$ cat src/rtl/periph_pkg.sv
// Shared definitions for the UART transmitter peripheral: register offsets,
// STATUS bit positions and the serializer state encoding.
package periph_pkg;

   // Register offsets within the 16-byte window (mem_addr[3:0])
   localparam logic [3:0] REG_DATA   = 4'h0;
   localparam logic [3:0] REG_STATUS = 4'h4;
   localparam logic [3:0] REG_BAUD   = 4'h8;
   localparam logic [3:0] REG_RSVD   = 4'hC;

   // STATUS register fields
   localparam int unsigned STAT_BUSY    = 0;
   localparam int unsigned STAT_FULL    = 1;
   localparam int unsigned STAT_EMPTY   = 2;
   localparam int unsigned STAT_LVL_LSB = 8;
   localparam int unsigned STAT_LVL_W   = 7;

   // Serializer states; ST_PARITY is only visited in parity-enabled builds
   typedef enum logic [2:0] {
      ST_IDLE,
      ST_START,
      ST_DATA,
      ST_PARITY,
      ST_STOP
   } tx_state_e;

endpackage

$ cat src/rtl/periph_sync_fifo.sv
// Synchronous show-ahead FIFO: rdata_c always presents the oldest entry.
// Ports: clk, rst_n (async active-low), push/wdata, pop, rdata_c (comb),
//        full, empty, level (registered occupancy 0..DEPTH).
// DEPTH must be a power of two so the pointers wrap naturally.
module periph_sync_fifo #(
   parameter  int unsigned DEPTH = 8,
   parameter  int unsigned WIDTH = 8,
   localparam int unsigned AW    = $clog2(DEPTH),
   localparam int unsigned LW    = AW + 1
) (
   input  logic             clk,
   input  logic             rst_n,
   input  logic             push,
   input  logic [WIDTH-1:0] wdata,
   input  logic             pop,
   output logic [WIDTH-1:0] rdata_c,
   output logic             full,
   output logic             empty,
   output logic [LW-1:0]    level
);

   logic [WIDTH-1:0] mem [DEPTH];
   logic [AW-1:0]    wr_ptr;
   logic [AW-1:0]    rd_ptr;
   logic             do_push_c;
   logic             do_pop_c;
   logic [LW-1:0]    level_nxt_c;

   assign do_push_c = push && !full;
   assign do_pop_c  = pop && !empty;
   assign rdata_c   = mem[rd_ptr];

   // Occupancy update; simultaneous push and pop leave it unchanged
   always_comb begin
      level_nxt_c = level;
      case ({do_push_c, do_pop_c})
         2'b10:   level_nxt_c = level + LW'(1);
         2'b01:   level_nxt_c = level - LW'(1);
         default: level_nxt_c = level;
      endcase
   end

   // Storage (no reset needed; guarded by the pointers)
   always_ff @(posedge clk) begin
      if (do_push_c) mem[wr_ptr] <= wdata;
   end

   // Pointers and flags
   always_ff @(posedge clk or negedge rst_n) begin
      if (!rst_n) begin
         wr_ptr <= '0;
         rd_ptr <= '0;
         level  <= '0;
         full   <= 1'b0;
         empty  <= 1'b1;
      end else begin
         if (do_push_c) wr_ptr <= wr_ptr + AW'(1);
         if (do_pop_c)  rd_ptr <= rd_ptr + AW'(1);
         level <= level_nxt_c;
         full  <= (level_nxt_c == LW'(DEPTH));
         empty <= (level_nxt_c == LW'(0));
      end
   end

endmodule

$ cat src/rtl/periph_uart_tx.sv
// Memory-mapped UART transmitter with TX FIFO and programmable bit period.
// Ports: sys_clk, rst_n (async active-low); mem_valid/mem_ready/mem_addr/
//        mem_wdata/mem_wstrb/mem_rdata simple bus (one-cycle ready pulse);
//        uart_tx serial output (idle high).
// Build option: define UART_TX_PARITY_EN to add an even-parity bit.
module periph_uart_tx
   import periph_pkg::*;
#(
   parameter logic [31:0]  BASE_ADDR      = 32'h0300_0000,
   parameter int unsigned  FIFO_DEPTH     = 8,
   parameter logic [15:0]  RESET_BAUD_DIV = 16'd434
) (
   input  logic        sys_clk,
   input  logic        rst_n,
   input  logic        mem_valid,
   output logic        mem_ready,
   input  logic [31:0] mem_addr,
   input  logic [31:0] mem_wdata,
   input  logic [3:0]  mem_wstrb,
   output logic [31:0] mem_rdata,
   output logic        uart_tx
);

   localparam int unsigned LVL_W = $clog2(FIFO_DEPTH) + 1;

   logic             hit_c;
   logic             is_wr_c;
   logic             data_req_c;
   logic             accept_c;
   logic             push_c;
   logic             pop_c;
   logic [31:0]      status_c;
   logic [31:0]      rdata_c;
   logic [15:0]      baud_div;
   logic [15:0]      div_eff_c;
   logic             fifo_full;
   logic             fifo_empty;
   logic [LVL_W-1:0] fifo_level;
   logic [7:0]       fifo_rdata_c;
   tx_state_e        state;
   logic [15:0]      div_q;
   logic [15:0]      cnt_q;
   logic [7:0]       shreg;
   logic [2:0]       bit_idx;
   logic             bit_end_c;
`ifdef UART_TX_PARITY_EN
   logic             par_q;
`endif
   logic             unused_c;

   assign unused_c = ^{mem_wdata[31:16], BASE_ADDR[3:0]};

   // Bus decode; a DATA push is held off (no ack) while the FIFO is full
   assign hit_c      = mem_valid && (mem_addr[31:4] == BASE_ADDR[31:4]);
   assign is_wr_c    = |mem_wstrb;
   assign data_req_c = (mem_addr[3:0] == REG_DATA) && mem_wstrb[0];
   assign accept_c   = hit_c && !mem_ready && !(data_req_c && fifo_full);
   assign push_c     = accept_c && data_req_c;

   always_comb begin
      status_c = '0;
      status_c[STAT_BUSY]  = (state != ST_IDLE);
      status_c[STAT_FULL]  = fifo_full;
      status_c[STAT_EMPTY] = fifo_empty;
      status_c[STAT_LVL_LSB +: STAT_LVL_W] = STAT_LVL_W'(fifo_level);
   end

   always_comb begin
      rdata_c = '0;
      if (!is_wr_c) begin
         case (mem_addr[3:0])
            REG_STATUS: rdata_c = status_c;
            REG_BAUD:   rdata_c = {16'h0000, baud_div};
            REG_RSVD:   rdata_c = '0;
            default:    rdata_c = '0;
         endcase
      end
   end

   // Bus response and BAUD_DIV register
   always_ff @(posedge sys_clk or negedge rst_n) begin
      if (!rst_n) begin
         mem_ready <= 1'b0;
         mem_rdata <= '0;
         baud_div  <= RESET_BAUD_DIV;
      end else begin
         mem_ready <= accept_c;
         mem_rdata <= accept_c ? rdata_c : 32'h0;
         if (accept_c && (mem_addr[3:0] == REG_BAUD)) begin
            if (mem_wstrb[0]) baud_div[7:0]  <= mem_wdata[7:0];
            if (mem_wstrb[1]) baud_div[15:8] <= mem_wdata[15:8];
         end
      end
   end

   periph_sync_fifo #(
      .DEPTH (FIFO_DEPTH),
      .WIDTH (8)
   ) u_fifo (
      .clk     (sys_clk),
      .rst_n   (rst_n),
      .push    (push_c),
      .wdata   (mem_wdata[7:0]),
      .pop     (pop_c),
      .rdata_c (fifo_rdata_c),
      .full    (fifo_full),
      .empty   (fifo_empty),
      .level   (fifo_level)
   );

   // A divisor of 0 behaves as 1; latched only when a frame starts
   assign div_eff_c = (baud_div == 16'd0) ? 16'd1 : baud_div;
   assign bit_end_c = (cnt_q == div_q - 16'd1);
   // Pop from IDLE, or at the end of STOP so frames run back to back
   assign pop_c     = !fifo_empty &&
                      ((state == ST_IDLE) || ((state == ST_STOP) && bit_end_c));

   // Serializer
   always_ff @(posedge sys_clk or negedge rst_n) begin
      if (!rst_n) begin
         state   <= ST_IDLE;
         uart_tx <= 1'b1;
         div_q   <= 16'd1;
         cnt_q   <= '0;
         shreg   <= '0;
         bit_idx <= '0;
`ifdef UART_TX_PARITY_EN
         par_q   <= 1'b0;
`endif
      end else if (pop_c) begin
         state   <= ST_START;
         uart_tx <= 1'b0;
         div_q   <= div_eff_c;
         cnt_q   <= '0;
         shreg   <= fifo_rdata_c;
`ifdef UART_TX_PARITY_EN
         par_q   <= ^fifo_rdata_c;
`endif
      end else if (state != ST_IDLE) begin
         if (!bit_end_c) begin
            cnt_q <= cnt_q + 16'd1;
         end else begin
            cnt_q <= '0;
            case (state)
               ST_START: begin
                  state   <= ST_DATA;
                  uart_tx <= shreg[0];
                  bit_idx <= '0;
               end
               ST_DATA: begin
                  if (bit_idx == 3'd7) begin
`ifdef UART_TX_PARITY_EN
                     state   <= ST_PARITY;
                     uart_tx <= par_q;
`else
                     state   <= ST_STOP;
                     uart_tx <= 1'b1;
`endif
                  end else begin
                     bit_idx <= bit_idx + 3'd1;
                     shreg   <= {1'b0, shreg[7:1]};
                     uart_tx <= shreg[1];
                  end
               end
`ifdef UART_TX_PARITY_EN
               ST_PARITY: begin
                  state   <= ST_STOP;
                  uart_tx <= 1'b1;
               end
`endif
               default: begin
                  // End of STOP with nothing queued
                  state   <= ST_IDLE;
                  uart_tx <= 1'b1;
               end
            endcase
         end
      end
   end

endmodule

$ cat config.mk
export PLATFORM = sky130hd
export DESIGN_NAME = periph_uart_tx
export DESIGN_NICKNAME = d
export VERILOG_FILES = /design/src/rtl/periph_pkg.sv /design/src/rtl/periph_sync_fifo.sv /design/src/rtl/periph_uart_tx.sv
export SDC_FILE = /design/constraint.sdc
export NUM_CORES = 1
export LEC_CHECK = 0
export CAP_MARGIN = 10
export CORE_MARGIN = 4
export CORE_UTILIZATION = 52
export CTS_BUF_LIST = sky130_fd_sc_hd__clkbuf_8
export CTS_CLUSTER_DIAMETER = 100
export DETAILED_ROUTE_END_ITERATION = 12
export PLACE_DENSITY = 0.82
export REMOVE_ABC_BUFFERS = 1
export SETUP_SLACK_MARGIN = 0.05
export SYNTH_ARGS = -nofsm -noshare
export SYNTH_HDL_FRONTEND = slang
export SYNTH_SLANG_ARGS = --single-unit
$ cat constraint.sdc
create_clock -name sys_clk -period 5.3 [get_ports sys_clk]
set_clock_uncertainty 0.2 [all_clocks]
set_input_delay 1.59 -clock sys_clk [delete_from_list [all_inputs] [get_ports sys_clk]]
set_output_delay 1.59 -clock sys_clk [all_outputs]
set_load 0.02 [all_outputs]
; Word-level counts from Yosys, hierarchy flattened
; Memory sizes are Yosys's and may differ from the RTL's.
; Cells that the tools add are included.
[word_totals]
register_bits = 108
mem_bits_rw = 64
in_bits = 71
output_inout_bits = 34
word_cells = 97
mem_count = 1
[memory_table]
columns = memory, depth, width, read_ports, rd_ports_with_merged_regs, wr, line_no
row1 = u_fifo.mem, 8, 8, 1, 0, 1, periph_sync_fifo.sv:22  ; logic [WIDTH-1:0] mem [DEPTH];
[classes]
addsub = 7
eq_ne = 14
n_mux = 27
n_bitwise = 1
reduce_logical = 32
[op_table]
columns = op, count
row1 = 16-bit two-way mux, 5
row2 = 8-bit two-way mux, 5
row3 = 32-bit two-way mux, 1
row4 = 16-bit one-hot mux with 2 select lines, 1
row5 = 28-bit by 22-bit == test with 1-bit output (second input constant), 1
row6 = 16-bit by 1-bit adder with 16-bit output (second input constant), 1
row7 = 16-bit == test, 1
row8 = 16-bit zero test, 1
row9 = 16-bit by 1-bit subtractor with 16-bit output (second input constant), 1
row10 = 3-bit two-way mux, 5
row11 = 3-bit one-hot mux with 2 select lines, 2
row12 = 1-bit logical AND, 11
row13 = 3-bit by 1-bit adder with 3-bit output (second input constant), 3
row14 = 4-bit == test (second input constant), 2
row15 = 4-bit zero test, 2
row16 = 4-bit one-hot mux with 2 select lines, 1
row17 = 2-bit nonzero test, 4
row18 = 3-bit == test (second input constant), 2
row19 = 1-bit two-way mux, 6
row20 = 2-bit AND reduction, 3
row21 = 5-bit AND reduction, 1
row22 = 4-bit by 1-bit adder with 4-bit output (second input constant), 1
row23 = 4-bit by 3-bit == test with 1-bit output (second input constant), 1
row24 = 1-bit zero test, 4
row25 = 16 further kinds, 16

; Depth between registers and ports, before layout
; Gate-level depths: netlist of the first run.
[logic_depth]
ltp_word = 10
mapped_depth = 17
ltp_nobuf = 16

; By module
; A second synthesis of the first run with hierarchy kept.
[hier_totals]
cells_unflattened = 572
hier_area_um2 = 7410.9
[by_module_without_submodules]
columns = module, n_inst, cells_each, area_each_um2, seq_area_each_um2
row1 = periph_uart_tx, 1, 408, 4309.1, 2010.7
row2 = periph_sync_fifo, 1, 164, 3101.7, 2223.4

; Least setup slack after synthesis of the first run
; Ideal clock, no wire load.
[synth_path]
kind = input -> register
startpoint = input port mem_addr[20]
endpoint = register u_fifo.full
setup_ps = 73
arrival_time_ps = 4168
required_time_ps = 5027
setup_slack_ps = 860
stages = 9
path_cell_list = nor4b_1 nand4_1 nor4_1 inv_1 ha_1 fa_1 mux2_2 or3_1 nor2b_1
[synth_via]
elab_chain_cells = 9
word_cells_on_any_way = 10
classes_between = eq/ne (4) / mux (1) / reduce/logical (5)
[synth_rtl]
columns = item, line_no
row1 = "start, declared", periph_uart_tx.sv:17  ; input logic [31:0] mem_addr,
row2 = 28-bit by 22-bit == test with 1-bit output (*), periph_uart_tx.sv:54  ; assign hit_c = mem_valid && (mem_addr[31:4] == BASE_ADDR[31:4]);
row3 = 1-bit logical AND (*), periph_uart_tx.sv:54
row4 = 1-bit logical AND (*) (2 in a row), periph_uart_tx.sv:57  ; assign accept_c = hit_c && !mem_ready && !(data_req_c && fifo_full);
row5 = 1-bit logical AND (*), periph_uart_tx.sv:58  ; assign push_c = accept_c && data_req_c;
row6 = 1-bit logical AND (*), periph_sync_fifo.sv:29  ; assign do_push_c = push && !full;
row7 = 2-bit by 1-bit == test with 1-bit output or 2-bit == test (tied branches), periph_sync_fifo.sv:36  ; case ({do_push_c, do_pop_c})
row8 = 4-bit one-hot mux with 2 select lines (*), periph_sync_fifo.sv:36
row9 = named net u_fifo.level_nxt_c[1], periph_sync_fifo.sv:27  ; logic [LW-1:0] level_nxt_c;
row10 = 4-bit == test (*), periph_sync_fifo.sv:60  ; full <= (level_nxt_c == LW'(DEPTH));
row11 = "end signal, assigned", periph_sync_fifo.sv:60
row12 = "end, declared", periph_sync_fifo.sv:17  ; output logic full,
; Mark *: on every way through the listed nets, which the timed path passes. The rest lies on a longest branch.
; A chain may end at the register's enable or synchronous reset.

; Worst setup path after layout of the first run
[layout_path]
startpoint = register div_q[0]
endpoint = register u_fifo.full
[layout_via]
elab_chain_cells = 9
word_cells_on_any_way = 10
classes_between = add/sub (1) / eq/ne (4) / mux (1) / reduce/logical (4)
[layout_rtl]
columns = item, line_no
row1 = "start, declared", periph_uart_tx.sv:41  ; logic [15:0] div_q;
row2 = "start signal, assigned", periph_uart_tx.sv:133  ; div_q <= div_eff_c;
row3 = 16-bit by 1-bit subtractor with 16-bit output (*), periph_uart_tx.sv:113  ; assign bit_end_c = (cnt_q == div_q - 16'd1);
row4 = 16-bit == test (*), periph_uart_tx.sv:113
row5 = 1-bit logical AND (*), periph_uart_tx.sv:116  ; ((state == ST_IDLE) || ((state == ST_STOP) && bit_end_c));
row6 = 1-bit logical OR (*), periph_uart_tx.sv:116
row7 = 1-bit logical AND (*), periph_uart_tx.sv:115  ; assign pop_c = !fifo_empty &&
row8 = 1-bit logical AND (*), periph_sync_fifo.sv:30  ; assign do_pop_c = pop && !empty;
row9 = 2-bit by 1-bit == test with 1-bit output or 2-bit == test (tied branches), periph_sync_fifo.sv:36
row10 = 4-bit one-hot mux with 2 select lines (*), periph_sync_fifo.sv:36
row11 = named net u_fifo.level_nxt_c[1], periph_sync_fifo.sv:27
row12 = 4-bit == test (*), periph_sync_fifo.sv:60
; Marks and branches as above.

==> impl_metrics.json, run 1 <==
{
  "grt_setup_unrepaired": "no",
  "switching_share_pct": 23.55,
  "cts_resized": 0,
  "p_seq_share_pct": 57.1,
  "first_iter_violations": 279,
  "antenna_found_initial": 0,
  "hold-worst-slack_ns": 0.3119,
  "yosys.area.top_type": "dfrtp_1",
  "cp-start-kind": "register",
  "synthTopCellsByArea": "dfrtp_1, edfxtp_1, mux2_2, mux4_2, xor2_1",
  "post-route-util_pct": 62.90,
  "antennaDiodeCount": 0,
  "clkTransAtPathRegs_ns": 0.09,
  "firstDrtPassIters": 5,
  "irDropWorstVdd_mv": 0.1805,
  "avgViaCountPerCell": 5.765,
  "synth-seq-cells": 156,
  "cts_setup_buffers": 0,
  "drtAntennaViolNets": 0,
  "cp-end-kind": "register",
  "synth_area_sq_um": 7133,
  "grt_start_max_net_pins": 65,
  "crit_chain": "inv_1 > ha_1 > nor3b_1 > buf_4 > xor2_1 > or3_4 > a2111oi_4 > a31oi_1 > buf_4 > nor2_2 > ha_1 > fa_1 > mux2_2 > or3_1 > nor2b_1",
  "ys_seq_area_share_pct": 59.36,
  "timing.final.crit_share_pct": 87.78,
  "worstHoldPathCells": 1,
  "cts-htree-levels": 4,
  "powerDensity_nw_per_um2": 263.0,
  "drive_above_1_share_pct": 17.77,
  "leakage_nw": 3.442,
  "gr-total-overflow": 0,
  "finalCriticalPeriod_ns": 4.653,
  "insertion_delay_ns": 0.45,
  "cts_tree": "built",
  "synthFlopType": "dfrtp_1",
  "layout_common_cells": "dfrtp_1, clkdlybuf4s50_1, edfxtp_1, nor2_1, mux2_2",
  "intPower_mw": 1.688,
  "die_area_sq_um": 15660,
  "synth_top_area_share_pct": 29.47,
  "hold_buffers": 0,
  "yosysWarningCount": 0,
  "crit_arrival_ns": 4.84,
  "rows": 42,
  "drc": 0,
  "cts_buffers": 17,
  "synth_cell_type_count": 56,
  "critical-path-max-stage-delay_ns": 0.59,
  "rrSetupSlack_ns": 0.65,
  "tightestPinTransition_ns": 1.079,
  "pwr-share-comb_pct": 3.6,
  "synthCells": 526,
  "total_power_mw": 2.208,
  "worst_hold_path_type": "register to register",
  "fin_ws_ns": 0.6475,
  "clkPwrFrac_pct": 39.3,
  "grt_pass1_wl_mm": 23.92,
  "die_y_um": 125.1,
  "place_congestion": 0.7885,
  "fill_cells": 977,
  "crit_type": "register to register",
  "seq_area_sq_um": 4234,
  "fp.dieW_um": 125.1,
  "hold_violations": 0,
  "slew_headroom_pct": 28.04,
  "fmax_ghz": 0.2149,
  "status": "finished, final reports clean",
  "synth_area_per_cell_sq_um": 13.56,
  "ios": 105,
  "core_sq_um": 13350,
  "start_util_pct": 53.44,
  "first_global_vias": 4834,
  "slew_violations": 0,
  "placed_cell_area_sq_um": 8001,
  "grtUsageTotal_pct": 19.21,
  "clockBufferDepth": 2,
  "finalSetupViolations": 0,
  "final_area_sq_um": 8396,
  "cts_root_buf": "clkbuf_8",
  "synth_enable_flop_cells": 64,
  "async_flop_share_pct": 58.97,
  "area_growth_pct": 17.70,
  "multiInputGateArea_sq_um": 2724,
  "drv_cap": 0,
  "nets": 687,
  "place.port_buffers": 72,
  "fin_tns_setup_ns": 0,
  "wirelength_mm": 14.68,
  "final_common_cell": "dfrtp_1",
  "final_cells": 795,
  "slowest_stage": "dfstp_2",
  "dpl.hpwl_mm": 10.51,
  "path_max_fanout": 12,
  "rr_worst_depth": 15,
  "switchingPower_uw": 519.9,
  "vias": 4583,
  "dp_worst_setup_slack_ns": 0.4932,
  "worstPathRequired_ns": 5.48,
  "dp_cells": 762,
  "cts.sink_count": 156,
  "avgRoutedWirePerCell_um": 18.47
}
## area by class of cell
class,instances,area share [%]
multi-input combinational,340,32.44
inverter,8,0.3577
timing repair buffer,83,9.508
tap,176,2.623
clock buffer,17,2.787
sequential,156,50.43
clock inverter,15,1.848
## sequential cells by signal, indices dropped and copies added, names as in the netlist
signal	cells
baud_div	16
bit_idx	3
cnt_q	16
div_q	16
mem_rdata	16
mem_ready	1
shreg	8
state	3
u_fifo.empty	1
u_fifo.full	1
u_fifo.level	4
u_fifo.mem	64
u_fifo.rd_ptr	3
u_fifo.wr_ptr	3
uart_tx	1
## worst max-delay path: cells and delay by family (launching register included)
kind,cells,cell delay (ns)
simple gates,5,1.27
compound gates,2,0.64
mux,1,0.29
buf+inv,3,0.47
xor+xnor,1,0.15
fa+ha+maj,3,0.97
flops,1,0.59
## power groups by stage
stage,Sequential (mW),Clock [mW],Combinational [mW]
after floorplan,1.29,0,0.0156
final,1.26,0.867,0.0791
after global placement,1.29,0,0.0778
after global routing,1.26,0.936,0.0861
after detailed placement,1.29,0,0.0800
after CTS,1.26,0.882,0.0800
## cell usage after synthesis (all sizes together) (2+ instances only)
library cell  count
clkbuf           16
a22oi             8
nor3              9
and4              2
and2              3
inv               8
buf              21
nand3            15
edfxtp           64
o21ai             3
ha                9
nor3b             2
nor2             37
o22ai             2
xnor2            19
o41ai             2
a211oi            2
a2111oi           2
mux4             16
nand3b            3
nor4             13
mux2i            11
nor4b             6
a22o              7
dfstp             8
mux2             34
nand2            28
a21o              4
a21oi             6
nand2b            3
or3               3
xor2             28
nor2b             2
and3             14
o31ai            11
dfrtp            84
nand4             7
a31oi             3
## cell families after synthesis
kind of cell    after synthesis  share of synthesized area [%]
flops                       156                          59.36
simple gates                149                          11.31
mux                          61                          11.96
compound gates               57                          6.403
xor+xnor                     47                          5.771
buf+inv                      45                          3.280
fa+ha+maj                    10                          1.859
other cells                   1                        0.05257
## worst paths after layout
| kind | start | end |
|---|---|---|
| worst max-delay path | div_q[0] | u_fifo.full |
| worst min-delay path | shreg[0] | shreg[0] |
| worst max register to register | div_q[0] | u_fifo.full |
| worst min register to register | shreg[0] | shreg[0] |
| max in group asynchronous | rst_n | div_q[0] |
| min in group asynchronous | rst_n | u_fifo.level[2] |
## layer usage
metal  vias to the layer above  wire, um  GRT usage, %
met1                      2335      6090         23.02
met2                       140      7679         33.53
li1                       2086         -             -
met4                         0       260         8.355
met3                        22       650         4.136
met5                         -         0             0
(Power assumes the default switching activity.)
==> inputs of run 2 (changes only) <==
--- a/config.mk
+++ b/config.mk
@@ -6,12 +6,12 @@
 export NUM_CORES = 1
 export LEC_CHECK = 0
 export CAP_MARGIN = 10
-export CORE_MARGIN = 4
-export CORE_UTILIZATION = 52
+export CORE_MARGIN = 2
+export CORE_UTILIZATION = 50
 export CTS_BUF_LIST = sky130_fd_sc_hd__clkbuf_8
 export CTS_CLUSTER_DIAMETER = 100
 export DETAILED_ROUTE_END_ITERATION = 12
-export PLACE_DENSITY = 0.82
+export PLACE_DENSITY = 0.79
 export REMOVE_ABC_BUFFERS = 1
 export SETUP_SLACK_MARGIN = 0.05
 export SYNTH_ARGS = -nofsm -noshare
==> impl_metrics.json, run 2 (same netlist as run 1, synthesis figures left out) <==
{
  "grt_setup_unrepaired": "no",
  "p_seq_share_pct": 56.1,
  "fill_cells": 1032,
  "finalCriticalPeriod_ns": 4.455,
  "crit_type": "register to register",
  "clockBufferDepth": 2,
  "fin_ws_ns": 0.8449,
  "cts.sink_count": 156,
  "start_util_pct": 51.19,
  "nets": 688,
  "slew_headroom_pct": 26.91,
  "gr-total-overflow": 0,
  "timing.final.crit_share_pct": 84.06,
  "hold-worst-slack_ns": 0.3168,
  "wirelength_mm": 14.82,
  "die_y_um": 123.4,
  "regMostFlops": "u_fifo.mem",
  "cts_resized": 0,
  "avgViaCountPerCell": 5.798,
  "hold_buffers": 0,
  "first_global_vias": 4814,
  "first_iter_violations": 436,
  "total_power_mw": 2.248,
  "place_congestion": 0.8826,
  "switchingPower_uw": 483.3,
  "area_growth_pct": 18.10,
  "clkPwrFrac_pct": 40.3,
  "path_max_fanout": 5,
  "dpl.hpwl_mm": 10.53,
  "antennaDiodeCount": 0,
  "cts_buffers": 17,
  "cts-htree-levels": 4,
  "hold_violations": 0,
  "irDropWorstVdd_mv": 0.1743,
  "vias": 4638,
  "critical-path-max-stage-delay_ns": 0.60,
  "crit_chain": "inv_1 > ha_1 > nor3b_1 > buf_4 > xor2_1 > or3_4 > a2111oi_4 > a31oi_1 > nor2_2 > ha_1 > fa_1 > mux2_2 > or3_1 > nor2b_1",
  "dp_worst_setup_slack_ns": 0.4466,
  "grt_pass1_wl_mm": 24.04,
  "cp-start-kind": "register",
  "status": "finished, final reports clean",
  "slowest_stage": "dfstp_2",
  "antenna_found_initial": 0,
  "worst_path_most_repeated_cell": "ha_1",
  "place.port_buffers": 72,
  "core_sq_um": 13930,
  "drtAntennaViolNets": 0,
  "intPower_mw": 1.764,
  "drive_above_1_share_pct": 17.42,
  "worst_hold_path_type": "register to register",
  "largest_reg_flops": 64,
  "cp-end-kind": "register",
  "pwr-share-comb_pct": 3.5,
  "grtUsageTotal_pct": 21.03,
  "crit_arrival_ns": 4.64,
  "layout_common_cells": "dfrtp_1, clkdlybuf4s50_1, edfxtp_1, nor2_1, mux2_2",
  "cts_root_buf": "clkbuf_8",
  "tightestPinTransition_ns": 1.096,
  "leakage_nw": 3.467,
  "ios": 105,
  "powerDensity_nw_per_um2": 266.8,
  "clkTransAtPathRegs_ns": 0.08,
  "insertion_delay_ns": 0.46,
  "slew_violations": 0,
  "drc": 0,
  "fin_tns_setup_ns": 0,
  "avgRoutedWirePerCell_um": 18.52,
  "rows": 43,
  "cts_tree": "built",
  "finalSetupViolations": 0,
  "worstPathRequired_ns": 5.49,
  "cts_setup_buffers": 0,
  "fp.dieW_um": 123.4,
  "firstDrtPassIters": 5,
  "final_common_cell": "dfrtp_1",
  "switching_share_pct": 21.50,
  "grt_start_max_net_pins": 72,
  "fmax_ghz": 0.2245,
  "die_area_sq_um": 15240,
  "drv_cap": 0
}
## run 2: cell types whose count changed in the layout (fill, tap and decap cells not counted), sizes merged
cell      change
clkinv        +3
clkinvlp      -2
buf           +1
bufinv        +2
inv           -3
## run 2: power groups by stage
stage | clock (mW) | combinational [mW] | sequential, mW
6_report | 0.906 | 0.0793 | 1.26
4_1_cts | 0.922 | 0.0806 | 1.26
3_5_place_dp | 0 | 0.0805 | 1.29
5_1_grt | 0.970 | 0.0868 | 1.26
2_1_floorplan | 0 | 0.0156 | 1.29
3_3_place_gp | 0 | 0.0778 | 1.29
## run 2: per-stage QoR
step	utilization, %	std cells	cell area, sq um
6_report	60.46	800	8424
5_1_grt	60.46	800	8424
2_1_floorplan	-	504	6985
3_5_place_dp	57.51	767	8014
3_3_place_gp	57.51	767	8014
4_1_cts	60.42	799	8419
## run 2: final cells by class
type,instances,area (sq um),share of cell area [%]
clock buffer,17,234.0,2.777
tap,180,225.2,2.673
inverter,8,30.03,0.3565
clock inverter,15,171.4,2.035
timing repair buffer,84,805.8,9.565
sequential,156,4234,50.26
multi-input combinational,340,2724,32.33
## run 2: critical path: cells and delay by family (launching register included)
family | cells | cell delay, ns
adder cells (fa/ha/maj) | 3 | 0.98
flip-flops | 1 | 0.60
multiplexers | 1 | 0.29
XOR/XNOR | 1 | 0.16
AO/OA/AOI/OAI | 2 | 0.64
AND/OR/NAND/NOR | 5 | 1.25
buffers and inverters | 2 | 0.26
## run 2: path summary, 6_finish.rpt
| path | slack, ns | endpoint | cells after the start | startpoint |
|---|---|---|---|---|
| max | 0.84 | u_fifo.full | 14 | div_q[0] |
| min | 0.32 | shreg[0] | 1 | shreg[0] |
| max reg2reg | 0.84 | u_fifo.full | 14 | div_q[0] |
| min reg2reg | 0.32 | shreg[0] | 1 | shreg[0] |
| max in group asynchronous | 2.95 | uart_tx | 2 | rst_n |
| min in group asynchronous | 1.03 | baud_div[10] | 1 | rst_n |
## run 2: per-layer routing
layer / up-vias / GRT usage, % / part of all wire, %
met1: 2343 / 26.98 / 42
met5: - / 0 / 0
met2: 184 / 35.03 / 51
met3: 23 / 4.428 / 5.3
li1: 2088 / - / -
met4: 0 / 8.381 / 1.7
